===== config.mk =====
export PLATFORM = sky130hd
export DESIGN_NAME = motor_ramp_controller
export DESIGN_NICKNAME = d
export VERILOG_FILES = /design/src/rtl/motor_ramp_controller.sv
export SDC_FILE = /design/constraint.sdc
export NUM_CORES = 1
export LEC_CHECK = 0
export BUFFER_PORTS_ARGS = -buffer_cell sky130_fd_sc_hd__buf_2
export CORE_UTILIZATION = 65
export CTS_CLUSTER_SIZE = 24
export DETAILED_ROUTE_END_ITERATION = 12
export GPL_TIMING_DRIVEN = 0
export HOLD_SLACK_MARGIN = 0.08
export MAX_ROUTING_LAYER = met4
export PLACE_DENSITY = 0.92
export SETUP_SLACK_MARGIN = 0.2
export SLEW_MARGIN = 10
export SYNTH_ARGS = -nofsm -noshare
export SYNTH_HDL_FRONTEND = slang
export SYNTH_SLANG_ARGS = --single-unit

===== constraint.sdc =====
create_clock -name clk -period 8.6 [get_ports clk]
set_input_delay 2.15 -clock clk [delete_from_list [all_inputs] [get_ports clk]]
set_output_delay 2.15 -clock clk [all_outputs]
set_load 0.02 [all_outputs]

===== src/rtl/motor_ramp_controller.sv =====
// Slew-limited duty/direction controller for the elevator motor PWM stage.
// Ramps duty toward the commanded speed, forces ramp-to-zero plus a dead
// interval before any reversal, and clears everything on emergency stop.
module motor_ramp_controller #(
    parameter int unsigned STEP_DIV   = 1000,
    parameter int unsigned STEP       = 4,
    parameter int unsigned DEAD_TICKS = 8,
    parameter int unsigned MAX_DUTY   = 240
) (
    input  logic       clk,
    input  logic       reset,
    input  logic       cmd_valid,
    input  logic       cmd_dir,
    input  logic [7:0] cmd_speed,
    input  logic       estop,
    output logic [7:0] duty_cycle,
    output logic       motor_dir,
    output logic       motor_en,
    output logic       busy,
    output logic       at_speed
);

    localparam int unsigned CNT_W  = (STEP_DIV > 1) ? $clog2(STEP_DIV) : 1;
    localparam int unsigned DEAD_W = (DEAD_TICKS > 1) ? $clog2(DEAD_TICKS) : 1;

    localparam logic [CNT_W-1:0]  TICK_LAST = CNT_W'(STEP_DIV - 1);
    localparam logic [DEAD_W-1:0] DEAD_LAST = DEAD_W'(DEAD_TICKS - 1);
    localparam logic [7:0]        MAX_D     = 8'(MAX_DUTY);
    localparam logic [7:0]        STEP8     = 8'(STEP);
    localparam logic [8:0]        STEP9     = 9'(STEP);

    typedef enum logic [2:0] {
        IDLE,
        ACCEL,
        CRUISE,
        DECEL,
        DEAD
    } state_e;

    logic [CNT_W-1:0]  tick_cnt_q, tick_cnt_d;
    logic              tick;
    state_e            state_q, state_d;
    logic [7:0]        duty_q, duty_d;
    logic              motor_dir_q, motor_dir_d;
    logic [7:0]        tgt_speed_q, tgt_speed_d;
    logic              tgt_dir_q, tgt_dir_d;
    logic [DEAD_W-1:0] dead_cnt_q, dead_cnt_d;
    logic              motor_en_q, busy_q, at_speed_q;

    logic              dir_mismatch;
    logic [7:0]        goal;
    logic [8:0]        sum9, floor9;
    logic [7:0]        duty_up, duty_dn;

    // Ramp-tick prescaler: one-cycle tick each time the counter wraps.
    always_comb begin
        tick       = (tick_cnt_q == TICK_LAST);
        tick_cnt_d = tick ? '0 : tick_cnt_q + CNT_W'(1);
    end

    // Saturating one-step duty moves, computed in 9 bits so nothing wraps.
    always_comb begin
        dir_mismatch = (tgt_dir_q != motor_dir_q);
        goal         = dir_mismatch ? '0 : tgt_speed_q;
        sum9         = {1'b0, duty_q} + STEP9;
        duty_up      = (sum9 > {1'b0, tgt_speed_q}) ? tgt_speed_q : sum9[7:0];
        floor9       = {1'b0, goal} + STEP9;
        duty_dn      = ({1'b0, duty_q} < floor9) ? goal : duty_q - STEP8;
    end

    // Next-state logic: command latch plus ramp FSM, evaluated from registered targets.
    always_comb begin
        state_d     = state_q;
        duty_d      = duty_q;
        motor_dir_d = motor_dir_q;
        tgt_speed_d = tgt_speed_q;
        tgt_dir_d   = tgt_dir_q;
        dead_cnt_d  = dead_cnt_q;

        if (estop) begin
            state_d     = IDLE;
            duty_d      = '0;
            tgt_speed_d = '0;
            dead_cnt_d  = '0;
        end else begin
            if (cmd_valid) begin
                tgt_speed_d = (cmd_speed > MAX_D) ? MAX_D : cmd_speed;
                tgt_dir_d   = cmd_dir;
            end

            case (state_q)
                IDLE: begin
                    duty_d = '0;
                    if (tgt_speed_q != '0) begin
                        if (dir_mismatch) begin
                            state_d    = DEAD;
                            dead_cnt_d = '0;
                        end else begin
                            state_d = ACCEL;
                        end
                    end
                end
                ACCEL: begin
                    if (dir_mismatch || (tgt_speed_q < duty_q)) begin
                        state_d = DECEL;
                    end else if (duty_q == tgt_speed_q) begin
                        state_d = CRUISE;
                    end else if (tick) begin
                        duty_d = duty_up;
                    end
                end
                CRUISE: begin
                    if (dir_mismatch || (tgt_speed_q < duty_q)) begin
                        state_d = DECEL;
                    end else if (tgt_speed_q > duty_q) begin
                        state_d = ACCEL;
                    end
                end
                DECEL: begin
                    if (!dir_mismatch && (tgt_speed_q > duty_q)) begin
                        state_d = ACCEL;
                    end else if (duty_q == goal) begin
                        if (dir_mismatch) begin
                            state_d    = DEAD;
                            dead_cnt_d = '0;
                        end else if (goal == '0) begin
                            state_d = IDLE;
                        end else begin
                            state_d = CRUISE;
                        end
                    end else if (tick) begin
                        duty_d = duty_dn;
                    end
                end
                DEAD: begin
                    duty_d = '0;
                    if (tick) begin
                        if (dead_cnt_q == DEAD_LAST) begin
                            dead_cnt_d  = '0;
                            motor_dir_d = tgt_dir_q;
                            state_d     = (tgt_speed_q == '0) ? IDLE : ACCEL;
                        end else begin
                            dead_cnt_d = dead_cnt_q + DEAD_W'(1);
                        end
                    end
                end
                default: begin
                    state_d = IDLE;
                    duty_d  = '0;
                end
            endcase
        end
    end

    // State, data and registered status outputs (decoded from the next state).
    always_ff @(posedge clk or negedge reset) begin
        if (!reset) begin
            tick_cnt_q  <= '0;
            state_q     <= IDLE;
            duty_q      <= '0;
            motor_dir_q <= 1'b0;
            tgt_speed_q <= '0;
            tgt_dir_q   <= 1'b0;
            dead_cnt_q  <= '0;
            motor_en_q  <= 1'b0;
            busy_q      <= 1'b0;
            at_speed_q  <= 1'b0;
        end else begin
            tick_cnt_q  <= tick_cnt_d;
            state_q     <= state_d;
            duty_q      <= duty_d;
            motor_dir_q <= motor_dir_d;
            tgt_speed_q <= tgt_speed_d;
            tgt_dir_q   <= tgt_dir_d;
            dead_cnt_q  <= dead_cnt_d;
            motor_en_q  <= (state_d != IDLE);
            busy_q      <= (state_d == ACCEL) || (state_d == DECEL) || (state_d == DEAD);
            at_speed_q  <= (state_d == CRUISE);
        end
    end

    assign duty_cycle = duty_q;
    assign motor_dir  = motor_dir_q;
    assign motor_en   = motor_en_q;
    assign busy       = busy_q;
    assign at_speed   = at_speed_q;

endmodule

==> metrics.log <==
INFO  metric fill_cells = between 300 and 400
INFO  metric dpl.hpwl = ~5.6 mm
INFO  metric post_synthesis_sequential_element_count = 37
INFO  metric fin_crit = ~4400 ps
INFO  metric ctsHtreeMaxLevel = 2
INFO  metric post-synth-top-area-fraction = 30.9%
INFO  metric mappedNetlistArea = 3000 um2
INFO  metric cts_setup_buffers = 0
INFO  metric intPower = between 0.0004 and 0.0005 W
INFO  metric critical_path.endpoint_type = register
INFO  metric worst_clock_skew = 9.55 ps
INFO  metric setup.worst_path.start_class = register
INFO  metric critical_path.max_fanout = 10
INFO  metric power.share.clock = between 10% and 20%
INFO  metric multiInputGateArea = 1910 um2
INFO  metric synthesis.yosys.warnings = 0
INFO  metric setup_tns = 0 ps
INFO  metric max_cap_viol_count = 0
INFO  metric grtUsageTotal = around 34%
INFO  metric synth_edf_count = 0
INFO  metric cts_hold_buf = 0
INFO  metric hold_start = tick_cnt_q[8]
INFO  metric top_level_pins = 25
INFO  metric cts_sinks = 37
INFO  metric total_leakage_power = ~1.5 nW
INFO  metric post_synth_most_frequent_cells = sky130_fd_sc_hd__dfrtp_1 (37), sky130_fd_sc_hd__nor2_1 (33), sky130_fd_sc_hd__nand2_1 (32)
INFO  metric worst_pin_slew = roughly 840 ps
INFO  metric finalWirelength = ~7.5 mm
INFO  metric cts_made_buffers = 5
INFO  metric yosys.cell_types.count = 55
INFO  metric synth_area_leaders = sky130_fd_sc_hd__dfrtp_1 (31%), sky130_fd_sc_hd__ha_1 (13%), sky130_fd_sc_hd__nor2_1 (4.1%)
INFO  metric netlist_instances = roughly 340
INFO  metric die_h = 69.9 um
INFO  metric power.density_cell_area = roughly 260 nW/um2
INFO  metric fmax = roughly 0.23 GHz
INFO  metric top_count_cell_post_synth = sky130_fd_sc_hd__dfrtp_1
INFO  metric postCtsResizedCells = 0
INFO  metric antenna_violating_nets_post_route = 0
INFO  metric drive_gt1_share = around 16%
INFO  metric postSynthAreaPerCell = 8.87 um2
INFO  metric gpl.final_weighted_congestion = between 1 and 1.5
INFO  metric wire_per_inst = ~18 um
INFO  metric antenna_cells_inserted = 0
INFO  metric yosysTopAreaCell = sky130_fd_sc_hd__dfrtp_1
INFO  metric tritoncts = built
INFO  metric buffer_ports.inserted = 23
INFO  metric placement_rows = 24
INFO  metric report.final.slew_viol_count = 0
INFO  metric worst_ir_drop_vdd = ~0.13 mV
INFO  metric grt_setup_unrepaired = no
INFO  metric count_of_nets_after_finishing = just over 400
INFO  metric asyncSetResetFlopFracSynth = 100%
INFO  metric grt_pass1_wl = approximately 13 mm
INFO  metric worstPathArrival = 4580 ps
INFO  metric floorplan.core_area = between 4000 and 5000 um2
INFO  metric critical_path_required = around 9000 ps
INFO  metric comb_power_share = 55.9%
INFO  metric clock-root-buffer = sky130_fd_sc_hd__clkbuf_8
INFO  metric start_util = slightly below 70%
INFO  metric report.final.hold_viol_count = 0
INFO  metric status = complete, no violations
INFO  metric setup.worst_path.start = motor_dir
INFO  metric die_area = 4890 um2
INFO  metric regArea = between 900 and 1000 um2
INFO  metric synth_fp_nets = 382
INFO  metric grt_max_degree = 38
INFO  metric remaining_drc_errors = 0
INFO  metric timing.hold.worst.class = register to register
INFO  metric clock_latency = around 300 ps
INFO  metric switching_share = 45.6%
INFO  metric first_global_vias = approximately 2700
INFO  metric postLayoutCellArea = 3290 um2
INFO  metric setup_violations = 0
INFO  metric seq_power_share = 25.7%
INFO  metric synthFlopType = sky130_fd_sc_hd__dfrtp_1
INFO  metric p_sw = ~0.0004 W
INFO  metric clk_path_buf_depth = 2
INFO  metric ys_seq_area_share = between 30% and 40%
INFO  metric final.period_utilization = about 51%
INFO  metric placed_cell_area = about 3200 um2
INFO  metric overflow = 0
INFO  metric drt_first_pass_iters = 6
INFO  metric drtIter0Drc = 306
INFO  metric critPathKind = register to register
INFO  metric area_growth_syn_to_layout = 9.77%
INFO  metric die_w = roughly 70 um
INFO  metric dr_total_vias = 2807
INFO  metric avgViaCountPerCell = 6.67
INFO  metric grt_antenna_before_repair = 0
INFO  metric max-slew-margin-rel = between 40% and 50%
INFO  metric r2r-start = motor_dir
INFO  metric worst_setup_hold_path_clk_slew = 90 ps
## cell type report
type                            instances  share of cell area, %
Buffer                                 15                   2.36
Clock buffer                            5                   2.09
Clock inverter                          3                   1.33
Inverter                               23                   2.62
Multi-Input combinational cell        263                   58.0
Sequential cell                        37                   28.1
Tap cell                               52                   1.98
Timing Repair Buffer                   23                   3.50
## power groups by stage
stage	logic [W]	clock network, W	registers, W
CTS	0.000463	0.000158	0.000219
global route	0.000514	0.000165	0.000223
global placement	0.000445	0	0.000222
finish	0.000478	0.000157	0.000220
detailed placement	0.000459	0	0.000223
floorplan	0.000342	0	0.000231
## placed cells by master (no fill, tap or decap), types with 2 or more instances in the layout
cell	synthesis	layout
sky130_fd_sc_hd__dfrtp_1	37	37
sky130_fd_sc_hd__nor2_1	33	33
sky130_fd_sc_hd__nand2_1	32	32
sky130_fd_sc_hd__ha_1	31	31
sky130_fd_sc_hd__buf_2	5	28
sky130_fd_sc_hd__nand3_1	23	23
sky130_fd_sc_hd__inv_1	22	22
sky130_fd_sc_hd__xnor2_1	13	13
sky130_fd_sc_hd__o21ai_0	11	11
sky130_fd_sc_hd__xor2_1	9	9
sky130_fd_sc_hd__nor3_1	9	9
sky130_fd_sc_hd__a21oi_1	9	9
sky130_fd_sc_hd__mux2i_1	9	9
sky130_fd_sc_hd__nand2b_1	8	8
sky130_fd_sc_hd__clkbuf_1	5	5
sky130_fd_sc_hd__nand4_1	5	5
sky130_fd_sc_hd__clkbuf_8	0	5
sky130_fd_sc_hd__o211ai_1	4	4
sky130_fd_sc_hd__a211oi_1	4	4
sky130_fd_sc_hd__mux2_2	4	4
sky130_fd_sc_hd__a221oi_2	4	4
sky130_fd_sc_hd__a22o_1	4	4
sky130_fd_sc_hd__a32oi_1	3	3
sky130_fd_sc_hd__a31oi_1	3	3
sky130_fd_sc_hd__nor2b_1	3	3
sky130_fd_sc_hd__o31ai_1	3	3
sky130_fd_sc_hd__a21oi_2	3	3
sky130_fd_sc_hd__a221oi_1	3	3
sky130_fd_sc_hd__buf_4	2	2
sky130_fd_sc_hd__nand3b_1	2	2
sky130_fd_sc_hd__a311oi_1	2	2
sky130_fd_sc_hd__and4_1	2	2
sky130_fd_sc_hd__nor4_2	2	2
sky130_fd_sc_hd__o41ai_1	2	2
sky130_fd_sc_hd__and2_1	2	2
sky130_fd_sc_hd__o2bb2ai_1	2	2
sky130_fd_sc_hd__buf_1	2	2
sky130_fd_sc_hd__nand4b_1	2	2
sky130_fd_sc_hd__a21o_1	2	2
## worst max-delay path, stage by stage (launching register included)
cell and delay [ps]:
sky130_fd_sc_hd__dfrtp_1 420, sky130_fd_sc_hd__xnor2_1 370, sky130_fd_sc_hd__buf_4 270, sky130_fd_sc_hd__clkbuf_1 400, sky130_fd_sc_hd__nand2_1 200, sky130_fd_sc_hd__inv_1 90
sky130_fd_sc_hd__ha_1 220, sky130_fd_sc_hd__nand3_1 110, sky130_fd_sc_hd__xnor2_1 160, sky130_fd_sc_hd__nand2_1 70, sky130_fd_sc_hd__ha_1 290, sky130_fd_sc_hd__o211ai_1 80
sky130_fd_sc_hd__o21ai_0 130, sky130_fd_sc_hd__o21ai_0 230, sky130_fd_sc_hd__a41oi_2 510, sky130_fd_sc_hd__mux2i_1 360, sky130_fd_sc_hd__a21oi_2 110, sky130_fd_sc_hd__a221oi_2 260
## cell families after synthesis
| kind of cell | share of synthesized area [%] |
|---|---|
| AOI/OAI and AO/OA | 19.8 |
| xor gates and xnor gates | 6.43 |
| adders and majority gates | 12.9 |
| buffers and inverters | 5.47 |
| DFF | 30.9 |
| muxes | 4.51 |
| and+or+nand+nor | 20.0 |
## per-stage QoR
| stage | hold WS, ps | cells | util (%) | worst slack (ps) | total power, W |
|---|---|---|---|---|---|
| 2_1_floorplan | 448 | 338 | - | 5120 | 0.000573 |
| 3_3_place_gp | 467 | 413 | 72.5 | 4390 | 0.000667 |
| 3_5_place_dp | 481 | 413 | 72.5 | 4350 | 0.000682 |
| 4_1_cts | 491 | 421 | 75.0 | 4330 | 0.000840 |
| 5_1_grt | 512 | 421 | 75.0 | 3990 | 0.000901 |
| 6_report | 487 | 421 | 75.0 | 4230 | 0.000855 |
## state kept, by name, summed over array words and instances, names as in the netlist
name and flops:
busy 1, at_speed 1, tgt_dir_q 1, motor_dir 1, tgt_speed_q 8, duty_cycle 8
tick_cnt_q 10, motor_en 1, dead_cnt_q 3, state_q 3
## routing by layer
metal | up-vias | GRT usage [%] | routed length [um]
met1 | 1292 | 44.7 | 3240
met2 | 193 | 52.7 | 3380
li1 | 1291 | - | -
met3 | 31 | 7.22 | 711
met5 | - | - | 0
met4 | 0 | 12.0 | 210
## final timing paths
check	to	slack [ps]	cells past startpoint
max reg2reg	duty_cycle[4]	4230	17
min in group asynchronous	duty_cycle[4]	1950	1
min	tick_cnt_q[8]	490	1
max in group asynchronous	dead_cnt_q[1]	6110	1
min reg2reg	tick_cnt_q[8]	490	1
max	duty_cycle[4]	4230	17
Power figures use the tool's default switching activity.
